$ cat config.mk
export PLATFORM = sky130hd
export DESIGN_NAME = an_rx_lv_sched
export DESIGN_NICKNAME = d
export VERILOG_FILES = /design/src/rtl/an_rx_pkg.sv /design/src/rtl/an_rx_hyst_deb.sv /design/src/rtl/an_rx_lv_sched.sv
export SDC_FILE = /design/constraint.sdc
export NUM_CORES = 1
export LEC_CHECK = 0
export BUFFER_PORTS_ARGS = -buffer_cell sky130_fd_sc_hd__buf_4
export CORE_AREA = 2 2 98 100
export DETAILED_ROUTE_END_ITERATION = 6
export DIE_AREA = 0 0 100 102
export PLACE_DENSITY = 0.76
export SYNTH_ARGS = -nofsm -noshare
export SYNTH_HDL_FRONTEND = slang
export SYNTH_SLANG_ARGS = --single-unit
$ cat constraint.sdc
create_clock -name CK_i -period 4.33 [get_ports CK_i]
set_clock_uncertainty 0.05 [all_clocks]
set_input_delay 0.433 -clock CK_i [delete_from_list [all_inputs] [get_ports CK_i]]
set_output_delay 0.433 -clock CK_i [all_outputs]
set_load 0.02 [all_outputs]
$ cat src/rtl/an_rx_pkg.sv
// an_rx_pkg: shared FSM encoding, default widths and width helper for the AN_RX level path
package an_rx_pkg;
  localparam int C_LV_W_DEF = 12;
  typedef enum logic [1:0] {S_IDLE, S_WAIT, S_ACC, S_DECIDE} state_t;
  function automatic int log2c(input longint v);
    int r;
    r = 0;
    while ((longint'(1) << r) < v) r++;
    return r < 1 ? 1 : r;
  endfunction
endpackage

$ cat src/rtl/an_rx_hyst_deb.sv
// an_rx_hyst_deb: hysteretic threshold compare with debounce, updated once per averaged level
module an_rx_hyst_deb #(
  parameter int W     = 12,
  parameter int C_DEB = 3
)(
  input  logic         clk,
  input  logic         rst,
  input  logic         clr,
  input  logic         stb,
  input  logic [W-1:0] avg,
  input  logic [W-1:0] th_on,
  input  logic [W-1:0] th_off,
  output logic         det
);
  logic [3:0] deb;
  logic [4:0] deb_inc;
  logic       qual, hit;
  always_comb begin
    qual    = det ? (avg < th_off) : (avg >= th_on);
    deb_inc = {1'b0, deb} + 5'd1;
    hit     = qual && deb_inc == 5'(C_DEB);
  end
  always_ff @(posedge clk) begin
    if (rst || clr) begin
      deb <= '0;
      det <= 1'b0;
    end else if (stb) begin
      deb <= (hit || !qual) ? '0 : deb_inc[3:0];
      if (hit) det <= !det;
    end
  end
endmodule

$ cat src/rtl/an_rx_lv_sched.sv
// an_rx_lv_sched: periodic level-detector scheduler with timeout, averaging and debounced tone decision
module an_rx_lv_sched
  import an_rx_pkg::*;
#(
  parameter int C_LV_W     = C_LV_W_DEF,
  parameter int C_AVG_LOG2 = 2,
  parameter int C_PERIOD   = 48000,
  parameter int C_TIMEOUT  = 96000,
  parameter int C_DEB      = 3
)(
  input  logic              CK_i,
  input  logic              SRST_i,
  input  logic              EN_i,
  input  logic              DONE_i,
  input  logic [C_LV_W-1:0] LVs_i,
  input  logic [C_LV_W-1:0] TH_ON_i,
  input  logic [C_LV_W-1:0] TH_OFF_i,
  output logic              START_o,
  output logic [C_LV_W-1:0] AVGs_o,
  output logic              AVG_VLD_o,
  output logic              DET_o,
  output logic              TMO_o,
  output logic              BUSY_o
);
  localparam int N     = 1 << C_AVG_LOG2;
  localparam int SUM_W = C_LV_W + C_AVG_LOG2;
  localparam int P_W   = log2c(C_PERIOD);
  localparam int T_W   = log2c(C_TIMEOUT);
  localparam int C_W   = C_AVG_LOG2 + 1;
  state_t            state, nxt;
  logic [P_W-1:0]    pcnt;
  logic [T_W-1:0]    tcnt;
  logic [C_W-1:0]    cnt;
  logic [SUM_W-1:0]  sum, sum_add;
  logic [C_LV_W-1:0] smp;
  logic              tick, last, tmo_hit, timeout, dec_stb;
  always_comb begin
    tick    = EN_i && pcnt == P_W'(C_PERIOD - 1);
    last    = cnt == C_W'(N - 1);
    tmo_hit = tcnt == T_W'(C_TIMEOUT - 1);
    timeout = state == S_WAIT && !DONE_i && tmo_hit;
    dec_stb = EN_i && state == S_ACC && last;
    sum_add = sum + SUM_W'(smp);
    nxt = !EN_i              ? S_IDLE :
          state == S_IDLE    ? (tick ? S_WAIT : S_IDLE) :
          state == S_WAIT    ? (DONE_i ? S_ACC : tmo_hit ? S_IDLE : S_WAIT) :
          state == S_ACC     ? (last ? S_DECIDE : S_IDLE) :
                               S_IDLE;
    BUSY_o = state != S_IDLE;
  end
  always_ff @(posedge CK_i) begin
    state <= SRST_i ? S_IDLE : nxt;
  end
  // The average is latched on the final accumulate edge so it is visible during DECIDE
  always_ff @(posedge CK_i) begin
    if (SRST_i) AVGs_o <= '0;
    else if (dec_stb) AVGs_o <= C_LV_W'(sum_add >> C_AVG_LOG2);
  end
  always_ff @(posedge CK_i) begin
    if (SRST_i || !EN_i) begin
      pcnt      <= '0;
      tcnt      <= '0;
      sum       <= '0;
      cnt       <= '0;
      smp       <= '0;
      START_o   <= 1'b0;
      AVG_VLD_o <= 1'b0;
      TMO_o     <= 1'b0;
    end else begin
      pcnt      <= tick ? '0 : pcnt + P_W'(1);
      tcnt      <= state == S_WAIT ? tcnt + T_W'(1) : '0;
      START_o   <= state == S_IDLE && tick;
      AVG_VLD_o <= dec_stb;
      if (state == S_WAIT && DONE_i) smp <= LVs_i;
      if (timeout) begin
        TMO_o <= 1'b1;
        sum   <= '0;
        cnt   <= '0;
      end
      if (state == S_ACC) begin
        sum <= last ? '0 : sum_add;
        cnt <= last ? '0 : cnt + C_W'(1);
      end
    end
  end
  an_rx_hyst_deb #(.W(C_LV_W), .C_DEB(C_DEB)) u_hyst (
    .clk    (CK_i),
    .rst    (SRST_i),
    .clr    (!EN_i),
    .stb    (dec_stb),
    .avg    (C_LV_W'(sum_add >> C_AVG_LOG2)),
    .th_on  (TH_ON_i),
    .th_off (TH_OFF_i),
    .det    (DET_o)
  );
endmodule
==> out/metrics.cfg, run 1 <==
[run_status]
status=finished, final reports clean

[finish]
nets=683
diodes=0
layout-drive-gt1-share_pct=13.5
areaGrowthSynthToFinish_pct=17.3
final_cell_mix=dfxtp_1, nor2_1, nand2_1
num-fill-cells=831

[route]
drc=0
via_per_inst=5.52
wirelength_um=10100
ant_nets=0
drt_iter0_drc=192
drtPass1Iterations=6
wl_per_cell_um=14.0
vias=3960

[global_routing]
antenna_found_initial=0
grt-ovfl-total=0
grtUsageTotal_pct=20.2
grt_max_degree=34
grt_pass1_vias=3655
grt_pass1_wl_um=16400

[pwr]
p_leak_uw=0.00216
ir_worst_vdd_v=0.000146
p_per_area_nw_per_um2=293

[setup_path]
crit_path_end_kind=register
criticalPathCategory=reg2reg
cp-start-kind=register
r2r-start=sum[6]$_SDFFE_PP0P_
startpoint=sum[6]$_SDFFE_PP0P_
crit_path_max_fanout=5
crit_required_ns=4.52
cp.arrival_ns=4.03
r2r_cells=15

[die]
fp.dieW_um=100
die_area_um2=10200
core-area_um2=9110
io_pins=57
rows=35
start_util_pct=49.0
die_y_um=102

[logic_synthesis]
ys_ff_latch=84
netlist_area_um2=4460
synth_area_per_cell_um2=8.18
synthArstFlopShare_pct=0
ys_seq_area_share_pct=37.7
synth_ff_type=dfxtp_1
synth_edf_count=0
ys_warn_count=0
synth.distinct_cells=53
synth_nets=627
synthCells=546

[clock_network]
clock_path_buffers=2
clk_pin_slew_ns=0.08
htreeDepth=3
clk_latency_ns=0.36
numCtsBuffers=9
postCtsSetupBuffers=0
clock_sinks=84
cts_tree=built
cts_resized=0
clockRootBuffer=clkbuf_8
postCtsHoldBufs=0

[place]
gp_congestion=0.834
io_buffers=56
hpwlAfterDp_um=7530

[min_path]
hold_class=in2reg
min_from=LVs_i[4]
hold_depth=3

[timing]
rsz0062_at_grt=no
worst_pin_slew_ns=1.07
setup_viol=0
drv_slew=0
finalSetupTns_ns=0
maxSlewHeadroom_pct=28.6
hold_viol=0
timing.fmax_ghz=0.261
fin_crit_ns=3.84
post-route-period-util_pct=88.6
timing.hold.ws_ns=0.267

[job]
drv_cap=0

[report_power, final]
| group | switching, µW | internal [µW] |
|---|---|---|
| clock network | 283 | 417 |
| registers | 0.809 | 772 |
| logic | 28.7 | 32.0 |
| total | 313 | 1220 |
[Yosys cell counts, drive strengths merged, types with 11 or more instances]
cell type | count | area share, %
a21o | 11 | 1.8
inv | 35 | 2.9
a21oi | 43 | 5.0
ha | 40 | 11
clkbuf | 11 | 0.92
nand2 | 62 | 5.3
nand3 | 28 | 3.1
xnor2 | 23 | 4.5
dfxtp | 84 | 38
xor2 | 15 | 2.9
o21ai | 13 | 1.5
nor2 | 84 | 7.1
[worst paths after layout]
check / slack, ns / endpoint
worst max-delay path: 0.49 / u_hyst.deb[2]$_SDFFE_PP0P_
worst min-delay path: 0.27 / smp[4]$_SDFFE_PP0P_
worst max register to register: 0.49 / u_hyst.deb[2]$_SDFFE_PP0P_
worst min register to register: 0.41 / AVGs_o[2]$_SDFFE_PP0P_
[flip-flops by register name (all words and copies together), names as in the netlist, 2 cells and up]
| signal | cells |
|---|---|
| AVGs_o | 12 |
| smp | 12 |
| pcnt | 16 |
| sum | 14 |
| u_hyst.deb | 4 |
| tcnt | 17 |
| state | 2 |
| cnt | 3 |
[final cells by class]
| cell class | instances | area, µm² | area share (%) |
|---|---|---|---|
| multi-input cells | 414 | 2590 | 49.5 |
| flip-flops and latches | 84 | 1680 | 32.1 |
| repair buffers | 58 | 435 | 8.32 |
| clock buffers | 11 | 151 | 2.89 |
| well taps | 111 | 139 | 2.65 |
| inverters | 35 | 131 | 2.51 |
| clock inverters | 5 | 106 | 2.03 |
[per-stage QoR]
| step | std cells | util, % | power [µW] | setup slack (ns) | cell area (µm²) |
|---|---|---|---|---|---|
| finish | 718 | 57.5 | 1530 | 0.493 | 5240 |
| global placement | 702 | 54.6 | 851 | 0.776 | 4980 |
| global route | 718 | 57.5 | 1590 | 0.432 | 5240 |
| detailed placement | 702 | 54.6 | 852 | 0.661 | 4980 |
| floorplan | 546 | - | 817 | 1.07 | 4460 |
| CTS | 718 | 57.5 | 1550 | 0.625 | 5240 |
[cells by family (layout without fill, tap and decap cells)]
| logic type | after synthesis | after routing | share of synthesized area, % |
|---|---|---|---|
| simple gates | 230 | 230 | 23.5 |
| buf+inv | 48 | 109 | 4.32 |
| xor+xnor | 38 | 38 | 7.46 |
| compound gates | 105 | 105 | 15.4 |
| flops | 84 | 84 | 37.7 |
| fa+ha+maj | 41 | 41 | 11.7 |
[routing by layer]
| layer | part of all wire (%) | global-route usage, % | wire length, µm | up-vias |
|---|---|---|---|---|
| met5 | 0 | 0 | 0 | - |
| met4 | 1.5 | 6.11 | 149 | 0 |
| met3 | 6.0 | 5.13 | 603 | 14 |
| met2 | 46 | 33.0 | 4580 | 102 |
| met1 | 47 | 26.6 | 4720 | 1851 |
| li1 | - | - | - | 1993 |
[worst max-delay path, cell delays in order, from the launching register on]
cell,delay [ns]
dfxtp_1,0.33
ha_1,0.40
nand2_1,0.12
o311ai_1,0.39
nor2_1,0.15
o21bai_2,0.20
a21oi_1,0.10
xnor2_1,0.47
ha_1,0.36
a21o_1,0.16
a21o_1,0.18
or3_1,0.34
a21oi_1,0.15
o31ai_1,0.14
o21ai_1,0.14
nor2_1,0.05
Power figures use the tool's default switching activity.
==> inputs of run 2 (changes only) <==
--- a/config.mk
+++ b/config.mk
@@ -10,6 +10,7 @@
 export DETAILED_ROUTE_END_ITERATION = 6
 export DIE_AREA = 0 0 100 102
 export PLACE_DENSITY = 0.76
+export REMOVE_ABC_BUFFERS = 1
 export SYNTH_ARGS = -nofsm -noshare
 export SYNTH_HDL_FRONTEND = slang
 export SYNTH_SLANG_ARGS = --single-unit
==> constraint.sdc (replaced) <==
create_clock -name CK_i -period 4 [get_ports CK_i]
set_clock_uncertainty 0.05 [all_clocks]
set_input_delay 0.4 -clock CK_i [delete_from_list [all_inputs] [get_ports CK_i]]
set_output_delay 0.4 -clock CK_i [all_outputs]
set_load 0.02 [all_outputs]
==> run 2 against run 1 <==
  * Non-clock buffer count up 2
  * Core utilization down 0.82 points
  * Worst setup slack worse by 0.092 ns
  * Die area unchanged
  * Clock power down 23%
  * First-iteration DRC count down 6.3%
  * Design area down 1.4%
  * Power down 5.7%
  * Flip-flop and latch count unchanged
  * Count of clock-buffer cells in the layout unchanged
  * Critical endpoint is now u_hyst.deb[1]$_SDFFE_PP0P_
==> out/metrics.cfg, run 2 (synthesis results as in run 1) <==
[pwr]
ir_worst_vdd_v=0.000148
p_total_uw=1450
p_per_area_nw_per_um2=280
p_leak_uw=0.00213

[route]
wl_per_cell_um=13.5
wirelength_um=9710
drtPass1Iterations=4
drc=0
ant_nets=0
via_per_inst=5.35
drt_iter0_drc=180
vias=3845

[timing]
fin_crit_ns=3.60
hold_viol=0
post-route-period-util_pct=90.0
worst_pin_slew_ns=1.05
drv_slew=0
timing.fmax_ghz=0.278
rsz0062_at_grt=no
setup_viol=0
maxSlewHeadroom_pct=29.9
finalSetupTns_ns=0

[finish]
final_util_pct=56.6
regMostFlops=tcnt
areaGrowthSynthToFinish_pct=15.6
layout-drive-gt1-share_pct=13.5
top_regs=tcnt x17, pcnt x16, sum x14
largest_register_ffs=17
final_area_um2=5160
final_cell_mix=dfxtp_1, nor2_1, nand2_1
diodes=0
nets=685

[place]
hpwlAfterDp_um=7300
gp_congestion=0.886
placed_area_um2=4990
io_buffers=56

[setup_path]
cp.arrival_ns=3.83
cp-start-kind=register
crit_required_ns=4.23
crit_path_end_kind=register
path_cells=ha_1 > inv_1 > fa_1 > nor2b_1 > o31a_1 > o21bai_2 > a21oi_1 > nor2_1 > xnor2_1 > ha_1 > a21o_1 > a21o_1 > or3_1 > a21oi_1 > o31ai_1 > nand3_1 > o21ai_1
crit_family=compound AO/OA/AOI/OAI gates
cpPeakStageDelay_ns=0.44
worst_path_max_delay_cell=o31ai_1
cp_num_buf_inv=1
criticalPathCategory=reg2reg
crit_path_max_fanout=4

[global_routing]
grt_pass1_wl_um=16000
grt_max_degree=34
antenna_found_initial=0
grt-ovfl-total=0
grt_pass1_vias=3564
grtUsageTotal_pct=19.5

[clock_network]
cts_tree=built
htreeDepth=3
clk_pin_slew_ns=0.09
clockRootBuffer=clkbuf_8
postCtsHoldBufs=0
numCtsBuffers=9
postCtsSetupBuffers=0
clock_path_buffers=2
clock_sinks=84
clk_latency_ns=0.35
cts_resized=0

[min_path]
hold_class=in2reg

[die]
rows=35
die_y_um=102
die_area_um2=10200
fp.dieW_um=100
io_pins=57
core-area_um2=9110
start_util_pct=49.0

[job]
drv_cap=0

[run_status]
status=finished, final reports clean

-- run 2: cell count changes in the layout (fill, tap and decap cells not counted) --
cell	previous run	this run
buf_4	58	60
clkbuf_1	0	1
inv_6	1	0
bufinv_16	3	0
clkinv_4	0	1
clkbuf_8	11	10
clkinv_2	0	2
-- run 2: worst paths after layout --
path / start / end / slack (ns) / cells past startpoint
setup / recovery: sum[0]$_SDFFE_PP0P_ / u_hyst.deb[1]$_SDFFE_PP0P_ / 0.40 / 17
setup reg to reg: sum[0]$_SDFFE_PP0P_ / u_hyst.deb[1]$_SDFFE_PP0P_ / 0.40 / 17
hold / removal: LVs_i[5] / smp[5]$_SDFFE_PP0P_ / 0.24 / 3
hold reg to reg: AVGs_o[1]$_SDFFE_PP0P_ / AVGs_o[1]$_SDFFE_PP0P_ / 0.41 / 2
-- run 2: final cells by class --
| cell class | instances | area (µm²) |
|---|---|---|
| Fill cell | 828 | 3950 |
| Multi-Input combinational cell | 414 | 2590 |
| Sequential cell | 84 | 1680 |
| Timing Repair Buffer | 60 | 450 |
| Clock buffer | 11 | 141 |
| Tap cell | 111 | 139 |
| Inverter | 35 | 131 |
| Clock inverter | 4 | 26.3 |
-- run 2: routing by layer --
| metal | global-route usage [%] | part of all wire, % | vias up |
|---|---|---|---|
| met5 | 0 | 0 | - |
| met4 | 6.22 | 0.94 | 0 |
| met3 | 4.58 | 5.7 | 8 |
| met2 | 31.0 | 44 | 88 |
| met1 | 26.5 | 49 | 1755 |
| li1 | - | - | 1994 |
-- run 2: worst min-delay path: stages --
cell and delay (ns):
buf_4 0.11, nand2_1 0.05, a21oi_1 0.05
-- run 2: report_power, final --
part           switching (µW)  leakage, µW  internal (µW)
sequential              0.905     0.000676            836
clock                     303    0.0000852            239
combinational            32.7      0.00137           35.2
-- run 2: per-stage QoR --
step | worst slack (ns) | cells | hold slack [ns]
2_1_floorplan | 0.738 | 533 | 0.380
3_3_place_gp | 0.573 | 704 | 0.391
3_5_place_dp | 0.478 | 704 | 0.398
4_1_cts | 0.439 | 719 | 0.227
5_1_grt | 0.0467 | 719 | 0.222
6_report | 0.402 | 719 | 0.237
